### src/rtl/masked_and_feeder.sv
// rtl/masked_and_feeder.sv - Boolean-share splitter, refresh-randomness source and result recombiner
// in front of a D-share masked AND gadget.
module masked_and_feeder #(
  parameter int          D       = 2,
  parameter logic [31:0] SEED    = 32'hACE1_2025,
  parameter int          TIMEOUT = 16,
  localparam int         RSIZE   = D*(D-1)/2,
  localparam int         RNEED   = 2*(D-1)+RSIZE
) (
  input  logic             clk,
  input  logic             rst,
  input  logic             start,
  input  logic             a,
  input  logic             b,
  output logic             busy,
  output logic [0:D-1]     ina,
  output logic [0:D-1]     inb,
  output logic [0:RSIZE-1] rin,
  output logic             and_enable,
  input  logic             and_done,
  input  logic [0:D-1]     and_out,
  output logic             result,
  output logic             result_valid,
  output logic             err
);

  localparam int            CW       = $clog2(TIMEOUT+1);
  localparam logic [CW-1:0] TO_CNT   = CW'(TIMEOUT);
  localparam logic [31:0]   SEED_EFF = (SEED == 32'h0) ? 32'h1 : SEED;
  localparam logic [31:0]   POLY     = 32'h8020_0003;

  localparam logic [1:0] S_IDLE = 2'd0;
  localparam logic [1:0] S_LOAD = 2'd1;
  localparam logic [1:0] S_RUN  = 2'd2;
  localparam logic [1:0] S_OUT  = 2'd3;

  logic [1:0]       state_q, state_d;
  logic [31:0]      lfsr_q, lfsr_d;
  logic [CW-1:0]    cnt_q, cnt_d;
  logic             a_q, a_d, b_q, b_d;
  logic [0:D-1]     ina_q, ina_d, inb_q, inb_d;
  logic [0:RSIZE-1] rin_q, rin_d;
  logic             en_q, en_d;
  logic             result_q, result_d;
  logic             rv_q, rv_d;
  logic             err_q, err_d;

  logic [RNEED-1:0] rnd;
  logic [0:D-1]     sh_a, sh_b;
  logic [0:RSIZE-1] sh_r;
  logic             par_a, par_b;

  assign rnd = lfsr_q[RNEED-1:0];

  // The last share absorbs the operand so the XOR of all shares equals the plain bit.
  always_comb begin
    sh_a  = '0;
    sh_b  = '0;
    sh_r  = '0;
    par_a = a_q;
    par_b = b_q;
    for (int i = 0; i < D-1; i++) begin
      sh_a[i] = rnd[i];
      sh_b[i] = rnd[D-1+i];
      par_a   = par_a ^ rnd[i];
      par_b   = par_b ^ rnd[D-1+i];
    end
    sh_a[D-1] = par_a;
    sh_b[D-1] = par_b;
    for (int k = 0; k < RSIZE; k++) begin
      sh_r[k] = rnd[2*(D-1)+k];
    end
  end

  always_comb begin
    state_d  = state_q;
    lfsr_d   = (lfsr_q >> 1) ^ (lfsr_q[0] ? POLY : 32'h0);
    cnt_d    = cnt_q;
    a_d      = a_q;
    b_d      = b_q;
    ina_d    = ina_q;
    inb_d    = inb_q;
    rin_d    = rin_q;
    en_d     = en_q;
    result_d = result_q;
    rv_d     = 1'b0;
    err_d    = 1'b0;
    case (state_q)
      S_IDLE: begin
        if (start) begin
          a_d     = a;
          b_d     = b;
          state_d = S_LOAD;
        end
      end
      S_LOAD: begin
        ina_d   = sh_a;
        inb_d   = sh_b;
        rin_d   = sh_r;
        en_d    = 1'b1;
        cnt_d   = CW'(1);
        state_d = S_RUN;
      end
      S_RUN: begin
        if (and_done) begin
          result_d = ^and_out;
          en_d     = 1'b0;
          rv_d     = 1'b1;
          state_d  = S_OUT;
        end else if (cnt_q == TO_CNT) begin
          en_d    = 1'b0;
          err_d   = 1'b1;
          ina_d   = '0;
          inb_d   = '0;
          rin_d   = '0;
          state_d = S_IDLE;
        end else begin
          cnt_d = cnt_q + 1'b1;
        end
      end
      S_OUT: begin
        ina_d   = '0;
        inb_d   = '0;
        rin_d   = '0;
        state_d = S_IDLE;
      end
      default: state_d = S_IDLE;
    endcase
  end

  always_ff @(posedge clk) begin
    if (rst) begin
      state_q  <= S_IDLE;
      lfsr_q   <= SEED_EFF;
      cnt_q    <= '0;
      a_q      <= 1'b0;
      b_q      <= 1'b0;
      ina_q    <= '0;
      inb_q    <= '0;
      rin_q    <= '0;
      en_q     <= 1'b0;
      result_q <= 1'b0;
      rv_q     <= 1'b0;
      err_q    <= 1'b0;
    end else begin
      state_q  <= state_d;
      lfsr_q   <= lfsr_d;
      cnt_q    <= cnt_d;
      a_q      <= a_d;
      b_q      <= b_d;
      ina_q    <= ina_d;
      inb_q    <= inb_d;
      rin_q    <= rin_d;
      en_q     <= en_d;
      result_q <= result_d;
      rv_q     <= rv_d;
      err_q    <= err_d;
    end
  end

  assign busy         = (state_q != S_IDLE);
  assign ina          = ina_q;
  assign inb          = inb_q;
  assign rin          = rin_q;
  assign and_enable   = en_q;
  assign result       = result_q;
  assign result_valid = rv_q;
  assign err          = err_q;

endmodule

### config.mk
export PLATFORM = sky130hd
export DESIGN_NAME = masked_and_feeder
export DESIGN_NICKNAME = d
export VERILOG_FILES = /design/src/rtl/masked_and_feeder.sv
export SDC_FILE = /design/constraint.sdc
export NUM_CORES = 1
export LEC_CHECK = 0
export ABC_AREA = 1
export BUFFER_PORTS_ARGS = -buffer_cell sky130_fd_sc_hd__clkbuf_2
export CAP_MARGIN = 30
export CORE_ASPECT_RATIO = 0.9
export CORE_MARGIN = 4
export CORE_UTILIZATION = 40
export CTS_BUF_LIST = sky130_fd_sc_hd__clkbuf_8
export DETAILED_ROUTE_END_ITERATION = 7
export GPL_ROUTABILITY_DRIVEN = 1
export REMOVE_ABC_BUFFERS = 1
export SLEW_MARGIN = 40
export SYNTH_ARGS = -nofsm -noshare
export SYNTH_HDL_FRONTEND = slang
export SYNTH_SLANG_ARGS = --single-unit
### constraint.sdc
create_clock -name clk -period 1.9 [get_ports clk]
set_clock_uncertainty 0.2 [all_clocks]
set_input_delay 0.19 -clock clk [delete_from_list [all_inputs] [get_ports clk]]
set_output_delay 0.19 -clock clk [all_outputs]
set_load 0.01 [all_outputs]
=== Word level (Yosys, flattened, before mapping) ===
Cells that the tools add are included.
Widths: inputs -> output; s select.

* Register bits after elaboration: 50
* Latch bits: 0
* RAM bits: 0
* Bits in read-only memories: 0
* Input bits: 8
* Output and inout bits: 10
* Word-level logic and storage cells: 57
* Memories kept: 0

* Add/sub/neg operators: 1
* Multiply operators: 0
* Divide/modulo/power cells: 0
* Order comparisons: 0
* Equal/unequal tests: 9
* Shift operators: 0
* Muxes and demuxes: 18
* Bitwise logic cells: 4
* Reduce and logical (&&, ||, !) cells: 13

{| class="wikitable"
|+ Operators by type and width
! cell !! number
|-
| $mux 32 || 1
|-
| $xor 31x32->32 || 1
|-
| $pmux 2 s3 || 2
|-
| $mux 5 || 2
|-
| $pmux 5 s2 || 1
|-
| $mux 2 || 4
|-
| $ne 2x2->1 const B || 4
|-
| $pmux 2 s4 || 1
|-
| $reduce_and 2->1 || 4
|-
| $reduce_and 3->1 || 2
|-
| $add 5x1->5 const B || 1
|-
| $eq 5x5->1 const B || 1
|-
| $mux 1 || 5
|-
| $eq 2x2->1 const B || 2
|-
| $reduce_bool 2->1 || 2
|-
| $ne 3x3->1 const B || 1
|-
| $pmux 1 s3 || 1
|-
| $reduce_bool 3->1 || 1
|-
| $reduce_or 3->1 || 1
|-
| $eq 2x1->1 const B || 1
|-
| $logic_not 2->1 || 1
|-
| $pmux 1 s2 || 1
|-
| $reduce_or 2->1 || 1
|-
| $reduce_xor 2->1 || 1
|-
| other kinds (2) || 3
|}

=== Depth between registers and ports, before layout ===
Gate-level depths: netlist (run 1).

* Depth after elaboration: 4
* Mapped depth: 11
* Mapped depth without buffers: 10

=== Least setup slack after synthesis (run 1) ===
OpenSTA, ideal clock, no wires.

* Kind: flip-flop to flip-flop
* Start point: register cnt_q[0]
* End point: register cnt_q[0]
* Library setup time: 0.116 ns
* Arrival time: 1.151 ns
* Data required time: 1.584 ns
* Setup slack: 0.433 ns
* Stages on the path, launching flop included: 10
* Buffers on the path: 1
* Period minus slack after synthesis: 1.467 ns
* Cells stage by stage: dfxtp_1 inv_1 ha_1 nand2_1 inv_1 nand2_1 nand2_2 buf_4 o21ai_0 nor2_1

* Cells in the longest elaborated chain, start to end: 4
* Elaborated cells between the ends (all ways): 7
* Classes of those cells: 1 x add/sub; 2 x eq/ne; 3 x mux; 1 x reduce/logical

{| class="wikitable"
|+ RTL lines
! what !! RTL line !! source
|-
| start: declaration || 39 || <nowiki>logic [CW-1:0] cnt_q, cnt_d;</nowiki>
|-
| start signal: assignment || 148 || <nowiki>cnt_q <= cnt_d;</nowiki>
|-
| $add 5x1->5 || 118 || <nowiki>cnt_d = cnt_q + 1'b1;</nowiki>
|-
| $mux 5 || 110 || <nowiki>end else if (cnt_q == TO_CNT) begin</nowiki>
|-
| $mux 5 || 105 || <nowiki>if (and_done) begin</nowiki>
|-
| $pmux 5 s2 || 88 || <nowiki>case (state_q)</nowiki>
|}

Parallel ways exist; a longest one is shown, timed or not. The select of a mux whose other input is x is not followed.
A chain may end at the register's enable or synchronous reset.

=== Final worst setup path (run 1) ===
* Start point: register state_q[1]
* End point: register b_q

* Cells in the longest elaborated chain, start to end: 2

{| class="wikitable"
|+ RTL lines
! what !! RTL line !! source
|-
| start: declaration || 37 || <nowiki>logic [1:0] state_q, state_d;</nowiki>
|-
| start signal: assignment || 146 || <nowiki>state_q <= state_d;</nowiki>
|-
| $logic_not 2->1 || 88 ||
|-
| $reduce_and 2->1 (no line) || n/a ||
|-
| end signal: assignment || 137 || <nowiki>b_q <= 1'b0;</nowiki>
|-
| end signal: assignment || 150 || <nowiki>b_q <= b_d;</nowiki>
|-
| end: declaration || 40 || <nowiki>logic a_q, a_d, b_q, b_d;</nowiki>
|}

No other way between the ends.

==> flow_summary.yaml, run 1 <==
logic_synthesis:
  avgSynthCellArea_um2: 8.211
  yosysSeqAreaShare: 0.5670
  synthCells: 215
  synth_mux_area_frac: 0
  synth_compound_area_frac: 0.07087
  yosys.area_share.simple: 0.2325
  synth.cell_area_mm2: 0.001765
  yosys.cell_types.count: 23
  synth_top_family_by_area: "simple AND/OR/NAND/NOR gates"
  synth_seq_cells: 50
  ys_warn_count: 0
  synth_xor_area_frac: 0.009922
  synth_adder_area_share: 0.01417
placement:
  pre_cts_slack_ns: 0.2564
  gp_congestion: 0.7403
  dpl.cell_count: 285
  dp_hpwl_um: 1839
  numPortBuffers: 17
drt:
  vias_per_cell: 4.311
  drc: 0
  drtIter0Drc: 49
  wirelength_um: 2758
  vias: 1276
  post_drt_wl_per_cell_um: 9.318
  ant_nets: 0
  dr.pass1.iters: 4
sta:
  setup-tns-final_ns: 0
  slew_viol_final: 0
  finalSetupViolCount: 0
  fmaxAchievable_mhz: 584.1
  worstMarginPinSlew_ns: 0.4598
  max_slew_margin: 0.6935
  finalCritPeriodShare: 0.9010
  timing.final.ws_setup_ns: 0.1881
  rsz0062_at_grt: "no"
  min_period_ns: 1.712
  finalHoldViolations: 0
floorplan:
  die_area_mm2: 0.005542
  io_pins: 18
  row_count: 22
  start_util: 0.4247
  die_h_um: 71.03
  fp.coreArea_mm2: 0.004156
  die_w_um: 78.03
clock_tree:
  worstSkewPairLatency_ns: 0.29
  clk_pin_slew_ns: 0.08
  numCtsBuffers: 5
  htree_levels: 2
  root_buffer: "clkbuf_8"
  clockBufferDepth: 2
  numClockSinks: 50
  cts_tree: "built"
finish:
  final_cells: 296
  syn2layout_area_growth_pct: 15.10
  drive_gt1_frac: 0.1822
  layout.nets: 246
  antenna_cells: 0
worst_setup_path:
  cp_cell_sequence: "nor2_2, nand2_1, o21ai_0, nor2_1, dlygate4sd3_1"
  cp_data_arrival_time_ns: 1.70
  slowest_delay_ns: 0.55
  slowest_stage: "dlygate4sd3_1"
  path_max_fanout: 5
  worstSetupStartpointType: "register"
  worst-setup-path-type: "reg2reg"
  cp.required_ns: 1.88
  critPathCaptureType: "register"
global_routing:
  antenna_found_initial: 0
  grtUsageTotal: 0.1090
  overflow: 0
  grt_pass1_vias: 1113
  grt_pass1_wl_um: 4878
  grt_max_degree: 21
power_and_ir_drop:
  ir_drop_mv: 0.5748
  leakagePower_nw: 0.9563
  p_per_area_mw_per_mm2: 1087
worst_hold_path:
  hold_class: "in2reg"
outcome:
  status: "finished clean"
job:
  drv_cap: 0
==> area by class of cell <==
type / instances / area, µm²
sequential: 50 / 1001
timing repair buffer: 23 / 140.1
tap: 60 / 75.07
fill: 434 / 2125
multi-input combinational: 122 / 580.6
inverter: 34 / 127.6
clock inverter: 2 / 38.79
clock buffer: 5 / 68.82
==> worst max-delay path: cells and delay by family, from the launching register on <==
family | cells | cell delay (ns)
flops | 1 | 0.36
simple gates | 3 | 0.34
buf+inv | 1 | 0.55
compound gates | 1 | 0.15
==> synth_stat cells (all sizes together) <==
library cell | count | area share
dfxtp | 50 | 0.57
nor2 | 39 | 0.086
inv | 34 | 0.072
nand2 | 29 | 0.064
a21oi | 14 | 0.040
nand3 | 13 | 0.037
o21ai | 9 | 0.028
or2 | 9 | 0.032
buf | 6 | 0.027
clkbuf | 3 | 0.0064
ha | 2 | 0.014
nand4 | 2 | 0.0071
xnor2 | 2 | 0.0099
a31oi | 1 | 0.0035
nor3 | 1 | 0.0028
nor4 | 1 | 0.0035
==> final timing paths <==
check,start,end,slack [ns],cells past startpoint
max reg2reg,state_q[1],b_q,0.19,5
max,state_q[1],b_q,0.19,5
min reg2reg,lfsr_q[18],lfsr_q[17],0.20,2
min,start,a_q,0.04,3
==> timing repair <==
action | CTS | global route
resized for setup | 0 | 1
buffers inserted | 0 | 0
endpoints found under the hold margin | 3 | 0
setup endpoints to repair | 0 | 1
hold buffers | 4 | 0
==> per-stage QoR <==
step / hold WS, ns / instance area (µm²) / power [W] / util
2_1_floorplan: 0.05907 / 1707 / 0.001407 / -
3_3_place_gp: 0.1888 / 1882 / 0.001503 / 0.4527
3_5_place_dp: 0.1921 / 1882 / 0.001504 / 0.4527
4_1_cts: 0.02102 / 2029 / 0.002230 / 0.4883
5_1_grt: 0.04849 / 2032 / 0.002323 / 0.4889
6_report: 0.03582 / 2032 / 0.002209 / 0.4889
==> registers in the layout, summed over array words and instances (netlist names) <==
name and flops:
lfsr_q 32, result_valid 1, result 1, state_q 2, err 1, cnt_q 5
ina 2, rin 1, b_q 1, inb 2, and_enable 1, a_q 1
==> report_power, final <==
group | internal [W] | switching [W] | total [W] | leakage (nW)
combinational | 0.000125 | 0.000183 | 0.000308 | 0.489
clock | 0.000387 | 0.000332 | 0.000719 | 0.0542
sequential | 0.00113 | 0.0000481 | 0.00118 | 0.413
total | 0.00165 | 0.000563 | 0.00221 | 0.956
==> layer usage <==
layer  share of wire  routed length [µm]  vias to the layer above  GRT usage
met1            0.54                1495                      547     0.1509
met3           0.057                 158                        7    0.03817
li1                -                   -                      692          -
met4           0.014                  39                        0    0.04272
met2            0.39                1065                       30     0.1549
met5               0                   0                        -          0
==> placed cells by master, fill, tap and decap left out, types with 2 or more instances in the layout <==
cell	netlist	final
nand2_1	27	27
xnor2_1	2	2
dfxtp_1	50	50
inv_2	2	2
o21ai_0	7	7
dlygate4sd3_1	0	4
a21oi_1	14	14
nor2_2	2	3
buf_4	2	2
inv_1	32	32
nor2_1	37	36
nand3_1	13	13
clkbuf_8	0	5
ha_1	2	2
nand2_2	2	2
clkbuf_2	0	17
nand4_1	2	2
or2_2	9	9
==> logic make-up (layout without fill, tap and decap cells) <==
kind of cell,Yosys count,in the layout
adder cells (fa/ha/maj),2,2
AO/OA/AOI/OAI,24,24
flip-flops,50,50
XOR/XNOR,2,2
AND/OR/NAND/NOR,94,94
buffers and inverters,43,64
Power figures use the tool's default switching activity.
==> run 2: changes to the inputs <==
--- a/config.mk
+++ b/config.mk
@@ -14,6 +14,7 @@
 export CTS_BUF_LIST = sky130_fd_sc_hd__clkbuf_8
 export DETAILED_ROUTE_END_ITERATION = 7
 export GPL_ROUTABILITY_DRIVEN = 1
+export GPL_TIMING_DRIVEN = 0
 export REMOVE_ABC_BUFFERS = 1
 export SLEW_MARGIN = 40
 export SYNTH_ARGS = -nofsm -noshare
==> flow_summary.yaml, run 2 (synthesis results as in run 1) <==
worst_hold_path:
  min-delay-start: "start"
  hold_class: "in2reg"
  hold_depth: 3
  worstHoldEndpoint: "b_q"
sta:
  slew_viol_final: 0
  min_period_ns: 1.610
  finalCritPeriodShare: 0.8471
  fmaxAchievable_mhz: 621.3
  setup-tns-final_ns: 0
  finalSetupViolCount: 0
  max_slew_margin: 0.5634
  worstMarginPinSlew_ns: 0.6550
  rsz0062_at_grt: "no"
  finalHoldViolations: 0
finish:
  largest_register_ffs: 32
  regMostFlops: "lfsr_q"
  syn2layout_area_growth_pct: 13.96
  layout.nets: 243
  fin_area_mm2: 0.002012
  drive_gt1_frac: 0.1709
  layout.cells.most_common: "dfxtp_1"
  antenna_cells: 0
  largestRegisters: "lfsr_q: 32 flops, cnt_q: 5 flops"
  layout_common_cells: "dfxtp_1, nor2_1, inv_1, nand2_1, clkbuf_2"
power_and_ir_drop:
  power_w: 0.002210
  p_per_area_mw_per_mm2: 1098
  ir_drop_mv: 0.5144
  leakagePower_nw: 0.9442
worst_setup_path:
  path_max_fanout: 20
  slowest_delay_ns: 0.41
  critPathCaptureType: "register"
  cp_data_arrival_time_ns: 1.63
  regToRegSetupSlack_ns: 0.29
  r2r-start: "cnt_q[0]"
  crit_start: "cnt_q[0]"
  r2r-end: "cnt_q[1]"
  cp_common_cell: "nand2_1"
  cp_num_buf_inv: 3
  worstSetupStartpointType: "register"
  reg2regPathDepth: 9
  cp.required_ns: 1.92
  cp_cell_sequence: "inv_1, ha_1, nand2_1, inv_1, nand2_1, nand2_4, inv_2, nand2_1, a21oi_1"
  slowest_stage: "dfxtp_1"
  worst-setup-path-type: "reg2reg"
  path_delay_family: "flip-flops"
drt:
  vias: 1226
  dr.pass1.iters: 4
  vias_per_cell: 4.170
  ant_nets: 0
  wirelength_um: 2720
  post_drt_wl_per_cell_um: 9.252
  drtIter0Drc: 72
  drc: 0
floorplan:
  die_area_mm2: 0.005542
  io_pins: 18
  row_count: 22
  die_h_um: 71.03
  start_util: 0.4247
  die_w_um: 78.03
  fp.coreArea_mm2: 0.004156
clock_tree:
  clockBufferDepth: 2
  clk_pin_slew_ns: 0.09
  postCtsSetupBuffers: 0
  root_buffer: "clkbuf_8"
  numCtsBuffers: 5
  numClockSinks: 50
  cts_tree: "built"
  htree_levels: 2
  worstSkewPairLatency_ns: 0.30
global_routing:
  grt_max_degree: 40
  overflow: 0
  grtUsageTotal: 0.1098
  grt_pass1_vias: 1152
  grt_pass1_wl_um: 4905
  antenna_found_initial: 0
job:
  drv_cap: 0
placement:
  place_area_mm2: 0.001867
  numPortBuffers: 17
  dp_hpwl_um: 1736
  gp_congestion: 0.7083
outcome:
  status: "finished clean"
run 2: layer usage:
metal,up-vias,GRT usage,routed length (µm)
met3,2,0.03817,128
met5,-,0,0
met2,21,0.1644,1090
met4,0,0.04078,13
li1,687,-,-
met1,516,0.1465,1488
run 2: metrics by stage:
stage                     worst slack (ns)  hold WS [ns]  instances  utilization
final                               0.2905       0.01356        294       0.4840
after global routing               0.09841       0.04107        294       0.4840
after CTS                           0.2014      0.006922        294       0.4828
after detailed placement            0.2219        0.1928        283       0.4491
after global placement              0.2093        0.1891        283       0.4491
after floorplan                     0.4089       0.05907        206            -
run 2: worst max path at each step:
stage                    end  cells after the start
detailed placement  cnt_q[1]                      9
floorplan           cnt_q[0]                      8
global placement    cnt_q[1]                      9
finish              cnt_q[1]                      9
CTS                 cnt_q[1]                      9
global route        cnt_q[3]                      9
run 2: repair_timing:
| action | CTS | global route |
|---|---|---|
| hold endpoints to repair | 3 | 0 |
| setup endpoints to repair | 0 | 2 |
| gates resized for setup | 0 | 1 |
| hold buffers | 3 | 0 |
run 2: final cells by class:
type                    count  area (µm²)
clock buffers               5       68.82
clock inverters             3       41.29
fillers                   412        2145
inverters                  34       127.6
multi-input cells         122       583.1
flip-flops and latches     50        1001
well taps                  60       75.07
repair buffers             20       115.1
run 2: worst register-to-register path, cell delays in order (launching register included):
cell	delay [ns]
dfxtp_1	0.41
inv_1	0.08
ha_1	0.20
nand2_1	0.06
inv_1	0.03
nand2_1	0.11
nand2_4	0.16
inv_2	0.11
nand2_1	0.05
a21oi_1	0.13
run 2: power breakdown:
part           internal, W  switching (W)
clock network     0.000388       0.000339
registers          0.00113      0.0000465
logic             0.000119       0.000183
==> run 3: changes to the inputs <==
==> constraint.sdc (replaced) <==
create_clock -name clk -period 1.5 [get_ports clk]
set_clock_uncertainty 0.2 [all_clocks]
set_input_delay 0.15 -clock clk [delete_from_list [all_inputs] [get_ports clk]]
set_output_delay 0.15 -clock clk [all_outputs]
set_load 0.01 [all_outputs]
==> flow_summary.yaml, run 3 (synthesis results as in run 1) <==
outcome:
  status: "finished clean"
drt:
  dr.pass1.iters: 4
  post_drt_wl_per_cell_um: 10.12
  drtIter0Drc: 98
  wirelength_um: 3056
  ant_nets: 0
  vias_per_cell: 4.275
  drc: 0
  vias: 1291
sta:
  min_period_ns: 1.432
  finalCritPeriodShare: 0.9547
  finalSetupViolCount: 0
  slew_viol_final: 0
  finalHoldViolations: 0
  rsz0062_at_grt: "yes"
  setup-tns-final_ns: 0
  worstMarginPinSlew_ns: 0.6910
  holdWs_ns: 0.01531
  max_slew_margin: 0.5393
  fmaxAchievable_mhz: 698.3
finish:
  antenna_cells: 0
  drive_gt1_frac: 0.2686
  layout.cells.most_common: "dfxtp_1"
  largestRegisters: "lfsr_q: 32 flops, cnt_q: 5 flops"
  layout.nets: 251
  nFillCells: 399
  largest_register_ffs: 32
  regMostFlops: "lfsr_q"
  syn2layout_area_growth_pct: 24.52
  ff_latch_area_mm2: 0.001007
  multiInputGateArea_um2: 720.7
  layout_common_cells: "dfxtp_1, nor2_1, inv_1, nand2_1, clkbuf_2"
placement:
  dp_hpwl_um: 1736
  gp_congestion: 0.7083
  numPortBuffers: 17
floorplan:
  io_pins: 18
  die_w_um: 78.03
  fp.coreArea_mm2: 0.004156
  die_area_mm2: 0.005542
  start_util: 0.4247
  row_count: 22
  die_h_um: 71.03
worst_setup_path:
  path_max_fanout: 5
  worstSetupStartpointType: "register"
  slowest_delay_ns: 0.35
  slowest_stage: "dfxtp_2"
  worst-setup-path-type: "reg2reg"
  cp.required_ns: 1.45
  cp_data_arrival_time_ns: 1.39
  critPathCaptureType: "register"
  cp_cell_sequence: "inv_2, ha_4, nand2_2, inv_2, nand2_8, nand2_8, inv_4, nand2_1, a21oi_1"
clock_tree:
  root_buffer: "clkbuf_8"
  cts_tree: "built"
  clockBufferDepth: 2
  numCtsBuffers: 5
  htree_levels: 2
  numClockSinks: 50
  clk_pin_slew_ns: 0.09
  worstSkewPairLatency_ns: 0.30
global_routing:
  grt_max_degree: 40
  overflow: 0
  grt_pass1_vias: 1171
  grt_pass1_wl_um: 4968
  antenna_found_initial: 0
  grtUsageTotal: 0.1114
worst_hold_path:
  hold_class: "in2reg"
power_and_ir_drop:
  power_w: 0.002923
  p_per_area_mw_per_mm2: 1330
  leakagePower_nw: 0.9953
  ir_drop_mv: 0.6543
job:
  drv_cap: 0
-- run 3: changes by cell type in the layout (fill, tap and decap cells not counted), sizes merged --
cell,delta
dlygate4sd3,+1
nand2,+3
buf,+4
-- run 3: where the power goes --
group / internal [W] / switching (W)
Clock: 0.000491 / 0.000433
Combinational: 0.000197 / 0.000302
Sequential: 0.00144 / 0.0000624
Total: 0.00213 / 0.000797
-- run 3: path summary, 6_finish.rpt --
path	start	end	slack, ns	cells past startpoint
worst max-delay path	cnt_q[0]	cnt_q[1]	0.07	9
worst min-delay path	and_out[1]	result	0.02	5
worst max register to register	cnt_q[0]	cnt_q[1]	0.07	9
worst min register to register	lfsr_q[16]	lfsr_q[15]	0.20	2
-- run 3: repair_timing --
action | 4_1_cts | 5_1_grt
endpoints found under the setup margin | 13 | 15
gates resized for setup | 4 | 27
hold buffers | 4 | 0
buffers inserted | 0 | 4
gates cloned | 1 | 2
endpoints found under the hold margin | 4 | 0
pin swaps | 1 | 8
-- run 3: layout make-up --
class                           instances  area share
Multi-Input combinational cell        125      0.3278
Clock inverter                          3     0.01878
Tap cell                               60     0.03415
Timing Repair Buffer                   25     0.07057
Sequential cell                        50      0.4582
Inverter                               34     0.05919
Clock buffer                            5     0.03130
-- run 3: through the flow --
step / instances / util / area (µm²) / setup WS (ns)
floorplan: 206 / - / 1707 / 0.008933
global placement: 283 / 0.4491 / 1867 / -0.1907
detailed placement: 283 / 0.4491 / 1867 / -0.1781
CTS: 296 / 0.4892 / 2033 / 0.0006063
global route: 302 / 0.5289 / 2198 / -0.04126
finish: 302 / 0.5289 / 2198 / 0.06798
-- run 3: worst max-delay path, delay by kind of cell, from the launching register on --
family / cells / cell delay, ns
flops: 1 / 0.35
simple gates: 4 / 0.33
buf+inv: 3 / 0.21
fa+ha+maj: 1 / 0.13
compound gates: 1 / 0.06
-- run 3: per-layer routing --
| layer | global-route usage | share of wire | wire, µm |
|---|---|---|---|
| met4 | 0.04078 | 0.012 | 38 |
| met5 | 0 | 0 | 0 |
| met2 | 0.1711 | 0.43 | 1305 |
| met1 | 0.1457 | 0.51 | 1564 |
| met3 | 0.03817 | 0.048 | 147 |
